$ cat src/rtl/cmp_pkg.sv
// Shared definitions for the streaming comparator: flag bit positions and
// the relation encoding used to pick which flag drives the match counter.
package cmp_pkg;

    localparam int FLAG_W  = 6;
    localparam int FLAG_EQ = 5;
    localparam int FLAG_NE = 4;
    localparam int FLAG_GT = 3;
    localparam int FLAG_LT = 2;
    localparam int FLAG_GE = 1;
    localparam int FLAG_LE = 0;

    typedef enum logic [2:0] {
        REL_LE   = 3'd0,
        REL_GE   = 3'd1,
        REL_LT   = 3'd2,
        REL_GT   = 3'd3,
        REL_NE   = 3'd4,
        REL_EQ   = 3'd5,
        REL_NONE = 3'd6
    } rel_e;

endpackage

$ cat src/rtl/cmp_stream_if.sv
// Operand/result stream of the comparator with valid/ready on both sides.
interface cmp_stream_if
    import cmp_pkg::*;
#(
    parameter int WIDTH = 8
);
    logic              in_valid;
    logic              in_ready;
    logic [WIDTH-1:0]  a;
    logic [WIDTH-1:0]  b;
    logic              signed_mode;
    logic              out_valid;
    logic              out_ready;
    logic [FLAG_W-1:0] flags;
    logic              match;

    modport master (
        output in_valid, a, b, signed_mode, out_ready,
        input  in_ready, out_valid, flags, match
    );

    modport slave (
        input  in_valid, a, b, signed_mode, out_ready,
        output in_ready, out_valid, flags, match
    );
endinterface

$ cat src/rtl/cmp_core.sv
// Combinational magnitude compare producing the six relation flags.
module cmp_core
    import cmp_pkg::*;
#(
    parameter int WIDTH = 8
) (
    input  logic [WIDTH-1:0]  a,
    input  logic [WIDTH-1:0]  b,
    input  logic              signed_mode,
    output logic [FLAG_W-1:0] flags
);
    logic signed [WIDTH:0] a_ext;
    logic signed [WIDTH:0] b_ext;
    logic                  eq;
    logic                  gt;
    logic                  lt;

    // One extra bit lets a single signed compare serve both modes.
    always_comb begin
        a_ext = {signed_mode & a[WIDTH-1], a};
        b_ext = {signed_mode & b[WIDTH-1], b};
        eq    = (a == b);
        gt    = (a_ext > b_ext);
        lt    = (a_ext < b_ext);
        flags          = '0;
        flags[FLAG_EQ] = eq;
        flags[FLAG_NE] = !eq;
        flags[FLAG_GT] = gt;
        flags[FLAG_LT] = lt;
        flags[FLAG_GE] = gt | eq;
        flags[FLAG_LE] = lt | eq;
    end
endmodule

$ cat src/rtl/cmp_stream.sv
// Two-stage streaming comparator with handshake and a saturating counter of
// results that satisfy the selected relation.
module cmp_stream
    import cmp_pkg::*;
#(
    parameter int WIDTH = 8,
    parameter int CNT_W = 16
) (
    input  logic             clk,
    input  logic             rst,
    cmp_stream_if.slave      bus,
    input  logic [2:0]       sel,
    input  logic             cnt_clr,
    output logic [CNT_W-1:0] match_cnt
);
    logic              vld_p1_q, vld_p1_d;
    logic [WIDTH-1:0]  a_p1_q, a_p1_d;
    logic [WIDTH-1:0]  b_p1_q, b_p1_d;
    logic              sm_p1_q, sm_p1_d;
    logic              vld_p2_q, vld_p2_d;
    logic [FLAG_W-1:0] flags_p2_q, flags_p2_d;
    logic [CNT_W-1:0]  match_cnt_q, match_cnt_d;
    logic [FLAG_W-1:0] core_flags;
    logic              adv_p1, adv_p2, in_xfer, out_xfer, match;

    function automatic logic [CNT_W-1:0] sat_inc(input logic [CNT_W-1:0] v);
        return (&v) ? v : v + CNT_W'(1);
    endfunction

    function automatic logic rel_match(input logic [FLAG_W-1:0] f, input logic [2:0] s);
        case (s)
            REL_LE:  return f[FLAG_LE];
            REL_GE:  return f[FLAG_GE];
            REL_LT:  return f[FLAG_LT];
            REL_GT:  return f[FLAG_GT];
            REL_NE:  return f[FLAG_NE];
            REL_EQ:  return f[FLAG_EQ];
            default: return 1'b0;
        endcase
    endfunction

    cmp_core #(.WIDTH(WIDTH)) u_core (
        .a           (a_p1_q),
        .b           (b_p1_q),
        .signed_mode (sm_p1_q),
        .flags       (core_flags)
    );

    always_comb begin
        adv_p2   = !vld_p2_q || bus.out_ready;
        adv_p1   = adv_p2 || !vld_p1_q;
        in_xfer  = bus.in_valid && adv_p1;
        out_xfer = vld_p2_q && bus.out_ready;

        // Stage 1: capture operands
        vld_p1_d = adv_p1 ? bus.in_valid : vld_p1_q;
        a_p1_d   = in_xfer ? bus.a : a_p1_q;
        b_p1_d   = in_xfer ? bus.b : b_p1_q;
        sm_p1_d  = in_xfer ? bus.signed_mode : sm_p1_q;

        // Stage 2: capture flags
        vld_p2_d   = adv_p2 ? vld_p1_q : vld_p2_q;
        flags_p2_d = (adv_p2 && vld_p1_q) ? core_flags : flags_p2_q;

        match = rel_match(flags_p2_q, sel);
        if (cnt_clr)
            match_cnt_d = '0;
        else if (out_xfer && match)
            match_cnt_d = sat_inc(match_cnt_q);
        else
            match_cnt_d = match_cnt_q;
    end

    always_ff @(posedge clk) begin
        if (rst) begin
            vld_p1_q    <= 1'b0;
            vld_p2_q    <= 1'b0;
            flags_p2_q  <= '0;
            match_cnt_q <= '0;
        end else begin
            vld_p1_q    <= vld_p1_d;
            vld_p2_q    <= vld_p2_d;
            flags_p2_q  <= flags_p2_d;
            match_cnt_q <= match_cnt_d;
        end
    end

    always_ff @(posedge clk) begin
        a_p1_q  <= a_p1_d;
        b_p1_q  <= b_p1_d;
        sm_p1_q <= sm_p1_d;
    end

    assign bus.in_ready  = adv_p1;
    assign bus.out_valid = vld_p2_q;
    assign bus.flags     = flags_p2_q;
    assign bus.match     = match;
    assign match_cnt     = match_cnt_q;
endmodule

$ cat src/flat_wrapper.sv
// flat-port wrapper written by rule: the top's interface ports become plain ports
module cmp_stream_flat import cmp_pkg::*;
#(
    parameter int WIDTH = 8,
    parameter int CNT_W = 16
)
  (clk, rst, sel, cnt_clr, match_cnt, bus_in_valid, bus_a, bus_b, bus_signed_mode, bus_out_ready, bus_in_ready, bus_out_valid, bus_flags, bus_match);
  cmp_stream_if #(.WIDTH(WIDTH)) bus_i ();
  input  logic clk;
  input  logic rst;
  input  logic [2:0] sel;
  input  logic cnt_clr;
  output logic [CNT_W-1:0] match_cnt;
  input wire logic [$bits(bus_i.in_valid)-1:0] bus_in_valid;
  input wire logic [$bits(bus_i.a)-1:0] bus_a;
  input wire logic [$bits(bus_i.b)-1:0] bus_b;
  input wire logic [$bits(bus_i.signed_mode)-1:0] bus_signed_mode;
  input wire logic [$bits(bus_i.out_ready)-1:0] bus_out_ready;
  output wire logic [$bits(bus_i.in_ready)-1:0] bus_in_ready;
  output wire logic [$bits(bus_i.out_valid)-1:0] bus_out_valid;
  output wire logic [$bits(bus_i.flags)-1:0] bus_flags;
  output wire logic [$bits(bus_i.match)-1:0] bus_match;
  assign bus_i.in_valid = bus_in_valid;
  assign bus_i.a = bus_a;
  assign bus_i.b = bus_b;
  assign bus_i.signed_mode = bus_signed_mode;
  assign bus_i.out_ready = bus_out_ready;
  assign bus_in_ready = bus_i.in_ready;
  assign bus_out_valid = bus_i.out_valid;
  assign bus_flags = bus_i.flags;
  assign bus_match = bus_i.match;
  cmp_stream #(.WIDTH(WIDTH), .CNT_W(CNT_W)) u_core (.clk(clk), .rst(rst), .bus(bus_i), .sel(sel), .cnt_clr(cnt_clr), .match_cnt(match_cnt));
endmodule
$ cat config.mk
export PLATFORM = sky130hd
export DESIGN_NAME = cmp_stream_flat
export DESIGN_NICKNAME = d
export VERILOG_FILES = /design/src/rtl/cmp_pkg.sv /design/src/rtl/cmp_stream_if.sv /design/src/rtl/cmp_core.sv /design/src/rtl/cmp_stream.sv /design/src/flat_wrapper.sv
export SDC_FILE = /design/constraint.sdc
export NUM_CORES = 1
export LEC_CHECK = 0
export BUFFER_PORTS_ARGS = -buffer_cell sky130_fd_sc_hd__buf_4
export CAP_MARGIN = 40
export CORE_MARGIN = 5
export CORE_UTILIZATION = 49
export CTS_BUF_LIST = sky130_fd_sc_hd__clkbuf_16
export CTS_CLUSTER_SIZE = 16
export DETAILED_ROUTE_END_ITERATION = 6
export PLACE_DENSITY = 0.85
export SETUP_SLACK_MARGIN = 0.3
export SYNTH_ARGS = -nofsm -noshare
export SYNTH_HDL_FRONTEND = slang
export SYNTH_SLANG_ARGS = --single-unit
$ cat constraint.sdc
create_clock -name clk -period 2 [get_ports clk]
set_input_delay 0.3 -clock clk [delete_from_list [all_inputs] [get_ports clk]]
set_output_delay 0.3 -clock clk [all_outputs]
set_load 0.05 [all_outputs]
==> implementation parameters <==
Parameter                              Value

Outcome
  Result of the run ... finished, final reports clean

Power and ir drop
  Net switching fraction of the power ... 22.5%
  Net switching power of the design ... 0.462 mW
  Internal power of the cells ... 1.59 mW
  Share of power burned in combinational logic ... 11.1%
  Total power density per cell area ... 711 nW/um^2
  Reg power frac ... 44.8%
  Leakage power ... 1.23 nW
  Clk pwr share ... 44.0%
  Maximum vdd drop ... 0.493 mV
  Pwr Total ... 2.05 mW

Critical path
  Worst setup path startpoint ... u_core.match_cnt[0]
  Startpoint of the worst-slack reg-to-reg timing path ... u_core.match_cnt[0]
  Nature of the critical path endpoint ... register
  Critical path data required time ... 2.21 ns
  Worst-path maximum fanout ... 8
  Startpoint type of the worst setup path ... register
  R2R setup slack ... 0.28 ns
  Worst reg2reg path depth ... 7
  Timing endpoint of the critical path ... u_core.match_cnt[3]
  Worst setup path category ... reg2reg
  Data arrival time at the worst-slack endpoint ... 1.93 ns
  Endpoint of the lowest-slack register-to-register path ... u_core.match_cnt[3]

Logic synthesis
  Number of nets in the synthesized netlist ... 229
  Post-synth EDFFs ... 17
  Sequential element share of the synthesized area ... 48.7%
  Library cell occupying the most area in the post-synthesis netlist ... sky130_fd_sc_hd__edfxtp_1
  Mean area per synthesized cell ... 10.4 um^2
  Top-count cell post-synth ... sky130_fd_sc_hd__dfxtp_1
  Yosys warning total ... 0
  Portion of synthesized cell area occupied by the leading cell type ... 25.1%
  Proportion of register bits with asynchronous set or reset after synthesis ... 0%
  Flip-flop and latch count after synthesis ... 41
  Number of distinct standard cells referenced by the synthesized netlist ... 43
  Commonest cells in the synthesized netlist ... sky130_fd_sc_hd__dfxtp_1 (24), sky130_fd_sc_hd__nor2_1 (19), sky130_fd_sc_hd__a21oi_1 (17), sky130_fd_sc_hd__edfxtp_1 (17), sky130_fd_sc_hd__nand2_1 (14)
  Cell area after synthesis ... 2030 um^2
  Syn Inst Count ... 195
  Primary FF master, synth ... sky130_fd_sc_hd__dfxtp_1
  Most area-consuming cells after synthesis ... sky130_fd_sc_hd__edfxtp_1 (25%), sky130_fd_sc_hd__dfxtp_1 (24%), sky130_fd_sc_hd__ha_1 (5.5%), sky130_fd_sc_hd__a21oi_1 (4.2%), sky130_fd_sc_hd__nor2_1 (3.5%)

Timing
  Unrepaired setup endpoints after global routing ... yes
  Setup violators final ... 0
  Max-slew violations ... 0
  Achievable Freq ... 0.581 GHz
  Period utilisation layout ... 86.0%
  Final-layout setup total negative slack ... 0 ns
  Final hold vios ... 0
  Shortest period the worst path allows ... 1.72 ns
  Worst clock skew ... 0.00417 ns
  Transition time at the pin with the least slew margin ... 0.587 ns
  Worst max-slew margin expressed relative to the limit ... 60.7%

Finish
  Number of fill cells in the layout ... 261
  Post-synthesis to final-layout area growth ... 41.8%
  Core utilization of the finished layout ... 72.1%
  Number of diodes added for antenna fixing ... 0
  Fraction of layout instances using a drive strength above 1 ... 50.4%
  Post-layout nets ... 295

Job
  Max-capacitance violation count ... 0

Drt
  Total number of vias ... 1,842
  Post-route antenna net violation count ... 0
  DRC viols ... 0
  Drt total wl ... 5560 um
  Per-cell via count in the routed design ... 5.90
  Wire length per cell after detailed routing ... 17.8 um
  Detailed-router iteration count before antenna repair ... 4
  Number of violations reported at the end of detailed-routing iteration 0 ... 140

Clocking
  CTS tree ... built
  Number of H-tree levels ... 2
  Clk sink count ... 41
  CTS max path bufs ... 2
  Clock root cell ... sky130_fd_sc_hd__clkbuf_16
  Clock-pin slew reported for the worst setup and hold paths after clock tree synthesis ... 0.06 ns
  Clock buffers created by TritonCTS ... 5
  Worst-skew pair later-pin latency ... 0.28 ns
  Number of hold buffers added after cts ... 0

Floorplanning
  Row count ... 23
  Die Y-Extent ... 74.4 um
  # IOs ... 50
  Starting utilization of the core area ... 50.8%
  Die Area ... 5540 um^2
  Die width ... 74.4 um
  Standard cell core area ... 4000 um^2

Global route
  Vias in the first global route ... 1,671
  GRT Overall Usage ... 18.6%
  Initial antenna violation count ... 0
  Largest net degree at the start of global routing ... 18
  Total congestion overflow ... 0
  First-pass GRT wire length ... 7830 um

Placement
  Gpl congestion ... 0.828
  HPWL after DPL ... 3440 um
  Port Buffer Count ... 49

Hold path
  Class of the tightest hold or removal check ... in2reg
[cells in the final DEF, fill, tap and decap left out, types with 5 or more instances in the layout]
cell and count:
sky130_fd_sc_hd__buf_4 59, sky130_fd_sc_hd__nor2_1 19, sky130_fd_sc_hd__dfxtp_2 19, sky130_fd_sc_hd__edfxtp_1 17
sky130_fd_sc_hd__nand2_1 13, sky130_fd_sc_hd__a21oi_1 12, sky130_fd_sc_hd__inv_1 11, sky130_fd_sc_hd__nand3_1 9
sky130_fd_sc_hd__o21ai_0 7, sky130_fd_sc_hd__ha_1 6, sky130_fd_sc_hd__o31ai_1 5, sky130_fd_sc_hd__a21oi_2 5
sky130_fd_sc_hd__clkbuf_16 5
[routing by layer]
metal,part of all wire (%),up-vias,global-route usage (%)
met5,0,-,0
met4,1.8,0,6.72
met3,7.1,12,4.59
met2,51,87,30.8
met1,40,884,23.5
li1,-,859,-
[stage by stage]
| step | worst slack, ns | hold slack [ns] | area [um^2] | cells |
|---|---|---|---|---|
| after CTS | 0.305 | 0.186 | 2690 | 301 |
| after detailed placement | 0.176 | 0.471 | 2510 | 292 |
| after global placement | 0.235 | 0.469 | 2510 | 292 |
| after floorplan | 0.233 | 0.399 | 2100 | 195 |
| final | 0.279 | 0.190 | 2880 | 312 |
| after global routing | 0.239 | 0.180 | 2880 | 312 |
[sequential cells by signal, summed over array words and instances (netlist names)]
signal                cells
u_core.match_cnt         16
u_core.a_p1_q             8
u_core.b_p1_q             8
u_core.bus.flags          6
u_core.bus.out_valid      1
u_core.sm_p1_q            1
u_core.vld_p1_q           1
[worst min path at each step]
stage                         start  cells after the start              endpoint
6_report                   bus_a[3]                      1      u_core.a_p1_q[3]
5_1_grt                    bus_b[3]                      1      u_core.b_p1_q[3]
4_1_cts                    bus_a[3]                      1      u_core.a_p1_q[3]
3_5_place_dp    u_core.match_cnt[4]                      2   u_core.match_cnt[4]
3_3_place_gp   u_core.match_cnt[15]                      2  u_core.match_cnt[15]
2_1_floorplan              bus_a[0]                      0      u_core.a_p1_q[0]
[worst max-delay path, stage by stage, from the launching register on]
cell,delay [ns]
sky130_fd_sc_hd__dfxtp_4,0.37
sky130_fd_sc_hd__ha_4,0.17
sky130_fd_sc_hd__nand4_1,0.14
sky130_fd_sc_hd__nor4_4,0.07
sky130_fd_sc_hd__buf_6,0.14
sky130_fd_sc_hd__buf_6,0.13
sky130_fd_sc_hd__or4_4,0.50
sky130_fd_sc_hd__a21oi_1,0.13
[cells by family (layout without fill, tap and decap cells)]
| group | count (synthesis) | after routing | synth area share [%] |
|---|---|---|---|
| flops | 41 | 41 | 48.7 |
| fa+ha+maj | 9 | 9 | 5.54 |
| mux | 6 | 6 | 3.14 |
| compound gates | 47 | 47 | 16.8 |
| xor+xnor | 1 | 1 | 0.431 |
| buf+inv | 14 | 81 | 3.38 |
| simple gates | 77 | 77 | 22.0 |
[power groups by stage]
stage,Clock (mW),Sequential [mW],Combinational (mW)
finish,0.903,0.919,0.228
global route,0.952,0.921,0.241
CTS,0.915,0.917,0.200
detailed placement,0,0.935,0.196
global placement,0,0.933,0.190
floorplan,0,0.961,0.0904
[area by class of cell]
type / instances / area (um^2) / share of cell area, %
multi-input combinational: 140 / 1100 / 38.1
sequential: 41 / 1030 / 35.7
timing repair buffer: 63 / 488 / 16.9
clock buffer: 5 / 125 / 4.34
tap: 50 / 62.6 / 2.17
clock inverter: 3 / 42.5 / 1.48
inverter: 10 / 37.5 / 1.30
[timing repair]
action | 4_1_cts | 5_1_grt
gates resized for setup | 1 | 22
setup buffers | 1 | 11
pin swaps | 3 | 19
setup endpoints to repair | 13 | 18
(Power assumes the default switching activity.)
